--- config.mk ---
export PLATFORM = sky130hd
export DESIGN_NAME = execute_stage
export DESIGN_NICKNAME = d
export VERILOG_FILES = /design/src/rtl/execute_stage.sv
export SDC_FILE = /design/constraint.sdc
export NUM_CORES = 1
export LEC_CHECK = 0
export ABC_AREA = 1
export CELL_PAD_IN_SITES_DETAIL_PLACEMENT = 0
export CELL_PAD_IN_SITES_GLOBAL_PLACEMENT = 2
export CORE_MARGIN = 1
export CORE_UTILIZATION = 32
export DETAILED_ROUTE_END_ITERATION = 8
export PLACE_DENSITY_LB_ADDON = 0.2
export SLEW_MARGIN = 30
export SYNTH_ARGS = -nofsm -noshare
export SYNTH_HDL_FRONTEND = slang
export SYNTH_SLANG_ARGS = --single-unit
--- constraint.sdc ---
create_clock -name clk -period 16.39 [get_ports clk]
set_input_delay 3.278 -clock clk [delete_from_list [all_inputs] [get_ports clk]]
set_output_delay 3.278 -clock clk [all_outputs]
set_load 0.03 [all_outputs]
--- src/rtl/execute_stage.sv ---
// Execute stage: operand forwarding, single-cycle ALU with {Z,N} flags, branch/jump
// resolution, and an iterative shift-add / restoring-divide unit that stalls the front end.
`timescale 1ns/1ps
module execute_stage #(
  parameter int WIDTH     = 32,
  parameter int MD_CYCLES = 32
) (
  input  logic             clk,
  input  logic             rst_n,
  input  logic             ex_flush_in,
  input  logic             ex_hold,
  input  logic [WIDTH-1:0] ex_PC_next,
  input  logic [WIDTH-1:0] ex_reg_1_data,
  input  logic [WIDTH-1:0] ex_reg_2_data,
  input  logic [WIDTH-1:0] ex_imm,
  input  logic [1:0]       ex_fwd_1_sel,
  input  logic [1:0]       ex_fwd_2_sel,
  input  logic [WIDTH-1:0] ex_fwd_mem_data,
  input  logic [WIDTH-1:0] ex_fwd_wb_data,
  input  logic [1:0]       ex_ALU_src,
  input  logic [4:0]       ex_ALU_OP,
  input  logic             ex_Branch,
  input  logic [1:0]       ex_br_cond,
  input  logic             ex_Jump,
  input  logic [1:0]       ex_FL,
  output logic [WIDTH-1:0] ex_result,
  output logic [WIDTH-1:0] ex_store_data,
  output logic [1:0]       ex_FL_new,
  output logic             ex_redirect,
  output logic [WIDTH-1:0] ex_target,
  output logic             ex_stall,
  output logic             ex_md_busy
);

  localparam int SH_W  = $clog2(WIDTH);
  localparam int CNT_W = $clog2(MD_CYCLES);
  localparam logic [CNT_W-1:0] CNT_LAST = CNT_W'(MD_CYCLES - 1);

  localparam logic [4:0] OP_ADD = 5'd0,  OP_SUB = 5'd1,  OP_AND = 5'd2,  OP_OR   = 5'd3;
  localparam logic [4:0] OP_XOR = 5'd4,  OP_NOT = 5'd5,  OP_SLL = 5'd6,  OP_SRL  = 5'd7;
  localparam logic [4:0] OP_SRA = 5'd8,  OP_CMP = 5'd9,  OP_PASSB = 5'd10;
  localparam logic [4:0] OP_MUL = 5'd16, OP_DIV = 5'd17, OP_REM = 5'd18;

  typedef enum logic [1:0] {S_IDLE, S_BUSY, S_DONE} md_state_t;

  md_state_t         state_q, state_d;
  logic [CNT_W-1:0]  cnt_q, cnt_d;
  logic              md_busy_q, md_busy_d;
  logic [WIDTH-1:0]  md_a_q, md_a_d;
  logic [WIDTH-1:0]  md_b_q, md_b_d;
  logic [WIDTH-1:0]  acc_q, acc_d;
  logic [4:0]        kind_q, kind_d;

  logic [WIDTH-1:0]        rs1_fwd, rs2_fwd, op_a, op_b, alu_res, md_res;
  logic signed [WIDTH-1:0] op_a_s;
  logic [SH_W-1:0]         shamt;
  logic                    is_md, cond_ok;
  logic [WIDTH:0]          rem_shift, rem_diff;

  always_comb begin
    unique case (ex_fwd_1_sel)
      2'b01:   rs1_fwd = ex_fwd_mem_data;
      2'b10:   rs1_fwd = ex_fwd_wb_data;
      default: rs1_fwd = ex_reg_1_data;
    endcase
    unique case (ex_fwd_2_sel)
      2'b01:   rs2_fwd = ex_fwd_mem_data;
      2'b10:   rs2_fwd = ex_fwd_wb_data;
      default: rs2_fwd = ex_reg_2_data;
    endcase
    unique case (ex_ALU_src)
      2'b00:   begin op_a = rs1_fwd;    op_b = rs2_fwd; end
      2'b01:   begin op_a = rs1_fwd;    op_b = ex_imm;  end
      2'b10:   begin op_a = ex_PC_next; op_b = ex_imm;  end
      default: begin op_a = rs1_fwd;    op_b = '0;      end
    endcase
  end

  assign op_a_s = op_a;
  assign shamt  = op_b[SH_W-1:0];
  assign is_md  = (ex_ALU_OP == OP_MUL) || (ex_ALU_OP == OP_DIV) || (ex_ALU_OP == OP_REM);

  always_comb begin
    alu_res = '0;
    case (ex_ALU_OP)
      OP_ADD:   alu_res = op_a + op_b;
      OP_SUB:   alu_res = op_a - op_b;
      OP_AND:   alu_res = op_a & op_b;
      OP_OR:    alu_res = op_a | op_b;
      OP_XOR:   alu_res = op_a ^ op_b;
      OP_NOT:   alu_res = ~op_a;
      OP_SLL:   alu_res = op_a << shamt;
      OP_SRL:   alu_res = op_a >> shamt;
      OP_SRA:   alu_res = op_a_s >>> shamt;
      OP_CMP:   alu_res = op_a - op_b;
      OP_PASSB: alu_res = op_b;
      default:  alu_res = '0;
    endcase
  end

  // Restoring divide: remainder lives in acc_q, dividend shifts out of md_a_q as quotient shifts in
  assign rem_shift = {acc_q, md_a_q[WIDTH-1]};
  assign rem_diff  = rem_shift - {1'b0, md_b_q};

  always_comb begin
    state_d  = state_q;
    cnt_d    = cnt_q;
    md_a_d   = md_a_q;
    md_b_d   = md_b_q;
    acc_d    = acc_q;
    kind_d   = kind_q;
    ex_stall = 1'b0;
    case (state_q)
      S_IDLE: begin
        if (is_md && !ex_flush_in) begin
          ex_stall = 1'b1;
          md_a_d   = op_a;
          md_b_d   = op_b;
          acc_d    = '0;
          cnt_d    = '0;
          kind_d   = ex_ALU_OP;
          if ((ex_ALU_OP != OP_MUL) && (op_b == '0)) begin
            md_a_d  = '1;
            acc_d   = op_a;
            state_d = S_DONE;
          end else begin
            state_d = S_BUSY;
          end
        end
      end
      S_BUSY: begin
        if (ex_flush_in) begin
          state_d = S_IDLE;
        end else begin
          ex_stall = 1'b1;
          if (kind_q == OP_MUL) begin
            if (md_b_q[0]) acc_d = acc_q + md_a_q;
            md_a_d = md_a_q << 1;
            md_b_d = md_b_q >> 1;
          end else if (!rem_diff[WIDTH]) begin
            acc_d  = rem_diff[WIDTH-1:0];
            md_a_d = {md_a_q[WIDTH-2:0], 1'b1};
          end else begin
            acc_d  = rem_shift[WIDTH-1:0];
            md_a_d = {md_a_q[WIDTH-2:0], 1'b0};
          end
          cnt_d = cnt_q + 1'b1;
          if (cnt_q == CNT_LAST) state_d = S_DONE;
        end
      end
      S_DONE: begin
        if (ex_flush_in || !ex_hold) state_d = S_IDLE;
      end
      default: state_d = S_IDLE;
    endcase
    md_busy_d = (state_d != S_IDLE);
  end

  always_ff @(posedge clk or negedge rst_n) begin
    if (!rst_n) begin
      state_q   <= S_IDLE;
      cnt_q     <= '0;
      md_busy_q <= 1'b0;
    end else begin
      state_q   <= state_d;
      cnt_q     <= cnt_d;
      md_busy_q <= md_busy_d;
    end
  end

  always_ff @(posedge clk) begin
    md_a_q <= md_a_d;
    md_b_q <= md_b_d;
    acc_q  <= acc_d;
    kind_q <= kind_d;
  end

  assign md_res = (kind_q == OP_DIV) ? md_a_q : acc_q;

  always_comb begin
    unique case (ex_br_cond)
      2'b00:   cond_ok = 1'b1;
      2'b01:   cond_ok = ex_FL[1];
      2'b10:   cond_ok = !ex_FL[1];
      default: cond_ok = ex_FL[0];
    endcase
  end

  assign ex_result     = (state_q == S_DONE) ? md_res : alu_res;
  assign ex_FL_new     = {(ex_result == '0), ex_result[WIDTH-1]};
  assign ex_store_data = rs2_fwd;
  assign ex_redirect   = !ex_stall && !ex_flush_in && (ex_Jump || (ex_Branch && cond_ok));
  assign ex_target     = ex_Jump ? rs1_fwd : (ex_PC_next + ex_imm);
  assign ex_md_busy    = md_busy_q;

endmodule

==> impl_metrics.json, run 1 <==
{
  "final_antenna_net_count": 0,
  "clock_latency_ns": 0.39,
  "gr-total-overflow": 0,
  "antenna_found_initial": 2,
  "period_share_pct": 87.7,
  "p_leak_nw": 12.9,
  "setup_viol": 0,
  "via_per_inst": 5.54,
  "worst_path_largest_cell_delay_ns": 0.72,
  "tns_ns": 0,
  "die_area_sq_um": 73200,
  "fin_area_sq_um": 27200,
  "crit_path_end_kind": "output port",
  "nets": 4601,
  "rsz0062_at_grt": "no",
  "place_area_sq_um": 26900,
  "seq_area_sq_um": 3230,
  "synthArstFlopShare_pct": 7.34,
  "syn_inst": 3986,
  "routed_wl_microns": 129000,
  "cts_made_buffers": 9,
  "drc": 0,
  "yosysSeqAreaShare_pct": 14.0,
  "initial_core_util_pct": 32.3,
  "place_hpwl_microns": 105000,
  "multiInputGateArea_sq_um": 17400,
  "cts_root_buf": "clkbuf_16",
  "postCtsSetupRepairBufs": 0,
  "grt_pass1_wl_microns": 186000,
  "coreArea_sq_um": 71500,
  "start_kind": "input pin",
  "hold_viol": 0,
  "cp_max_fo": 32,
  "ctsHtreeMaxLevel": 3,
  "worstPathRequired_ns": 13.11,
  "synth_flop_cell": "edfxtp_1",
  "fin_skew_ns": 0.0119,
  "die_x_microns": 271,
  "first_pass_iters": 6,
  "slew_headroom_pct": 33.6,
  "wl_per_cell_microns": 25.0,
  "ctsLongestPathBuffers": 2,
  "crit_type": "in2out",
  "max_freq_ghz": 0.0695,
  "cp_slowest_cell": "clkdlybuf4s50_1",
  "power_mw": 1.85,
  "hp-class": "reg2reg",
  "peakVddDrop_uv": 53.8,
  "cap_viol_max_count": 0,
  "drv_slew": 0,
  "crit_arrival_ns": 11.10,
  "synth_cell_types": 65,
  "grt_max_degree": 92,
  "first_global_vias": 27173,
  "status": "finished clean",
  "grt_usage_pct": 34.2,
  "fillCellCount": 8179,
  "final_util_pct": 38.0,
  "synth_fp_nets": 4403,
  "gp_congestion": 1.01,
  "ys_ff_latch": 109,
  "drive_gt1_share_pct": 4.34,
  "syn_avg_cell_area_sq_um": 5.79,
  "path_clk_slew_ns": 0.08,
  "ctsResizeCount": 0,
  "num_vias": 28502,
  "clkSinkCount": 109,
  "crit_path_frequent_cell": "nand2_1",
  "synth_edf_count": 101,
  "hold_ws_ns": 0.522,
  "rows": 98,
  "period_needed_ns": 14.38,
  "io_pins": 314,
  "netlist_area_sq_um": 23100,
  "p_per_area_nw_per_um2": 68.2,
  "worstMarginPinSlew_ns": 0.995,
  "cts_tree": "built",
  "first_iter_violations": 2822,
  "area_growth_syn_to_layout_pct": 17.7,
  "port_buffers": 313,
  "fp.dieH_microns": 271,
  "yosysWarnings": 0,
  "ctsHoldBuffers": 0
}
## cells in the final DEF, fill, tap and decap left out, types with 5 or more instances in the layout
| master | synthesis | final |
|---|---|---|
| nand2_1 | 1186 | 1184 |
| nand3_1 | 525 | 525 |
| inv_1 | 400 | 396 |
| clkdlybuf4s50_1 | 0 | 313 |
| o21ai_0 | 295 | 295 |
| nor2_1 | 294 | 290 |
| a21oi_1 | 241 | 240 |
| ha_1 | 200 | 200 |
| edfxtp_1 | 101 | 101 |
| xor2_1 | 60 | 60 |
| o211ai_1 | 55 | 55 |
| or2_1 | 48 | 48 |
| buf_4 | 16 | 44 |
| nand4_1 | 36 | 36 |
| or2_2 | 34 | 34 |
| o21ai_1 | 33 | 33 |
| xnor2_1 | 27 | 27 |
| nand2_2 | 24 | 26 |
| nor3_1 | 25 | 24 |
| a221oi_1 | 22 | 22 |
| nand3_2 | 21 | 21 |
| inv_2 | 16 | 18 |
| a31oi_1 | 15 | 15 |
| o21a_1 | 13 | 13 |
| a21boi_0 | 13 | 13 |
| nor4_1 | 12 | 12 |
| o22ai_1 | 11 | 11 |
| a21o_1 | 11 | 11 |
| o21bai_1 | 9 | 9 |
| clkbuf_16 | 0 | 9 |
| or2_0 | 8 | 8 |
| clkinv_1 | 5 | 8 |
| nand3b_1 | 8 | 8 |
| dfrtp_1 | 8 | 8 |
| nor2_2 | 4 | 7 |
| o221ai_1 | 7 | 7 |
| and2_1 | 5 | 5 |
## path summary, 6_finish.rpt
path	slack [ns]	depth (start not counted)	start	endpoint
max	2.01	32	ex_fwd_2_sel[0]	ex_FL_new[1]
min	0.52	1	cnt_q[4]	cnt_q[4]
max reg2reg	11.91	19	md_a_q[31]	acc_q[20]
min reg2reg	0.52	1	cnt_q[4]	cnt_q[4]
max in group asynchronous	12.93	1	rst_n	cnt_q[2]
min in group asynchronous	3.18	1	rst_n	state_q[1]
## power by group
group / total, mW / leakage, nW / internal, mW / switching [mW]
clock: 0.228 / 0.136 / 0.106 / 0.122
combinational: 1.29 / 11.8 / 0.397 / 0.895
sequential: 0.333 / 1.04 / 0.322 / 0.0111
total: 1.85 / 12.9 / 0.825 / 1.03
## per-stage QoR
step           setup WS (ns)  cells
2_1_floorplan           5.22   3986
3_3_place_gp            2.28   5122
3_5_place_dp            2.34   5123
4_1_cts                 2.33   5139
5_1_grt                 1.78   5141
6_report                2.01   5143
## flip-flops by register name, indices dropped and copies added, names as in the netlist
| name | flops |
|---|---|
| kind_q | 5 |
| ex_md_busy | 1 |
| md_a_q | 32 |
| cnt_q | 5 |
| md_b_q | 32 |
| acc_q | 32 |
| state_q | 2 |
## Yosys cell counts, types with 5 or more instances
library cell  count  share of area [%]
nor3_1           25               0.54
or2_2            34               0.92
nand3_2          21               0.91
a21oi_1         241                5.2
or2_0             8               0.22
xnor2_1          27                1.0
a21boi_0         13               0.42
nand4_1          36               0.98
buf_4            16               0.52
dfrtp_1           8               0.87
and2_1            5               0.14
a21o_1           11               0.36
nand3b_1          8               0.26
a31oi_1          15               0.41
inv_2            16               0.26
clkbuf_1         69                1.1
nand2_2          24               0.65
o221ai_1          7               0.27
nand2_1        1186                 19
ha_1            200                 11
xor2_1           60                2.3
o21ai_1          33               0.72
edfxtp_1        101                 13
clkinv_1          5              0.081
o21a_1           13               0.42
inv_1           400                6.5
buf_2            57                1.2
nand3_1         525                 11
a221oi_1         22               0.83
nor2_1          294                4.8
o211ai_1         55                1.8
o21ai_0         295                6.4
buf_1            10               0.16
buf_6            15               0.73
or2_1            48                1.3
o22ai_1          11               0.30
o21bai_1          9               0.29
nor4_1           12               0.33
## area by class of cell
cell class	count	share of cell area, %
clock inverters	7	0.212
clock buffers	9	0.829
repair buffers	358	12.8
well taps	950	4.37
flip-flops and latches	109	11.9
inverters	423	5.86
diodes	4	0.0368
multi-input cells	3283	64.0
## routing by layer
layer	part of all wire, %	vias up	track usage [%]
met5	0	-	0
met4	3.8	0	12.6
met3	6.4	155	3.00
met2	46	1121	56.8
met1	44	13472	45.7
li1	-	13754	-
## worst max-delay path, delay by kind of cell
family,cells,cell delay (ns)
compound gates,3,1.75
buf+inv,6,1.81
simple gates,20,3.41
fa+ha+maj,3,0.83
## kinds of logic after synthesis
kind of cell | synth area share (%)
and+or+nand+nor | 42.1
AOI/OAI and AO/OA | 18.4
adders and majority gates | 11.2
xor gates and xnor gates | 3.30
buffers and inverters | 10.8
muxes | 0.173
DFF | 14.0
Note: power is estimated with default switching activity, not from simulation.
==> run 2, diff against run 1 <==
--- a/config.mk
+++ b/config.mk
@@ -11,6 +11,7 @@
 export CORE_MARGIN = 1
 export CORE_UTILIZATION = 32
 export DETAILED_ROUTE_END_ITERATION = 8
+export GPL_TIMING_DRIVEN = 1
 export PLACE_DENSITY_LB_ADDON = 0.2
 export SLEW_MARGIN = 30
 export SYNTH_ARGS = -nofsm -noshare
==> results of run 2 <==
No change in the layout: final DEF, timing and power equal those of run 1.
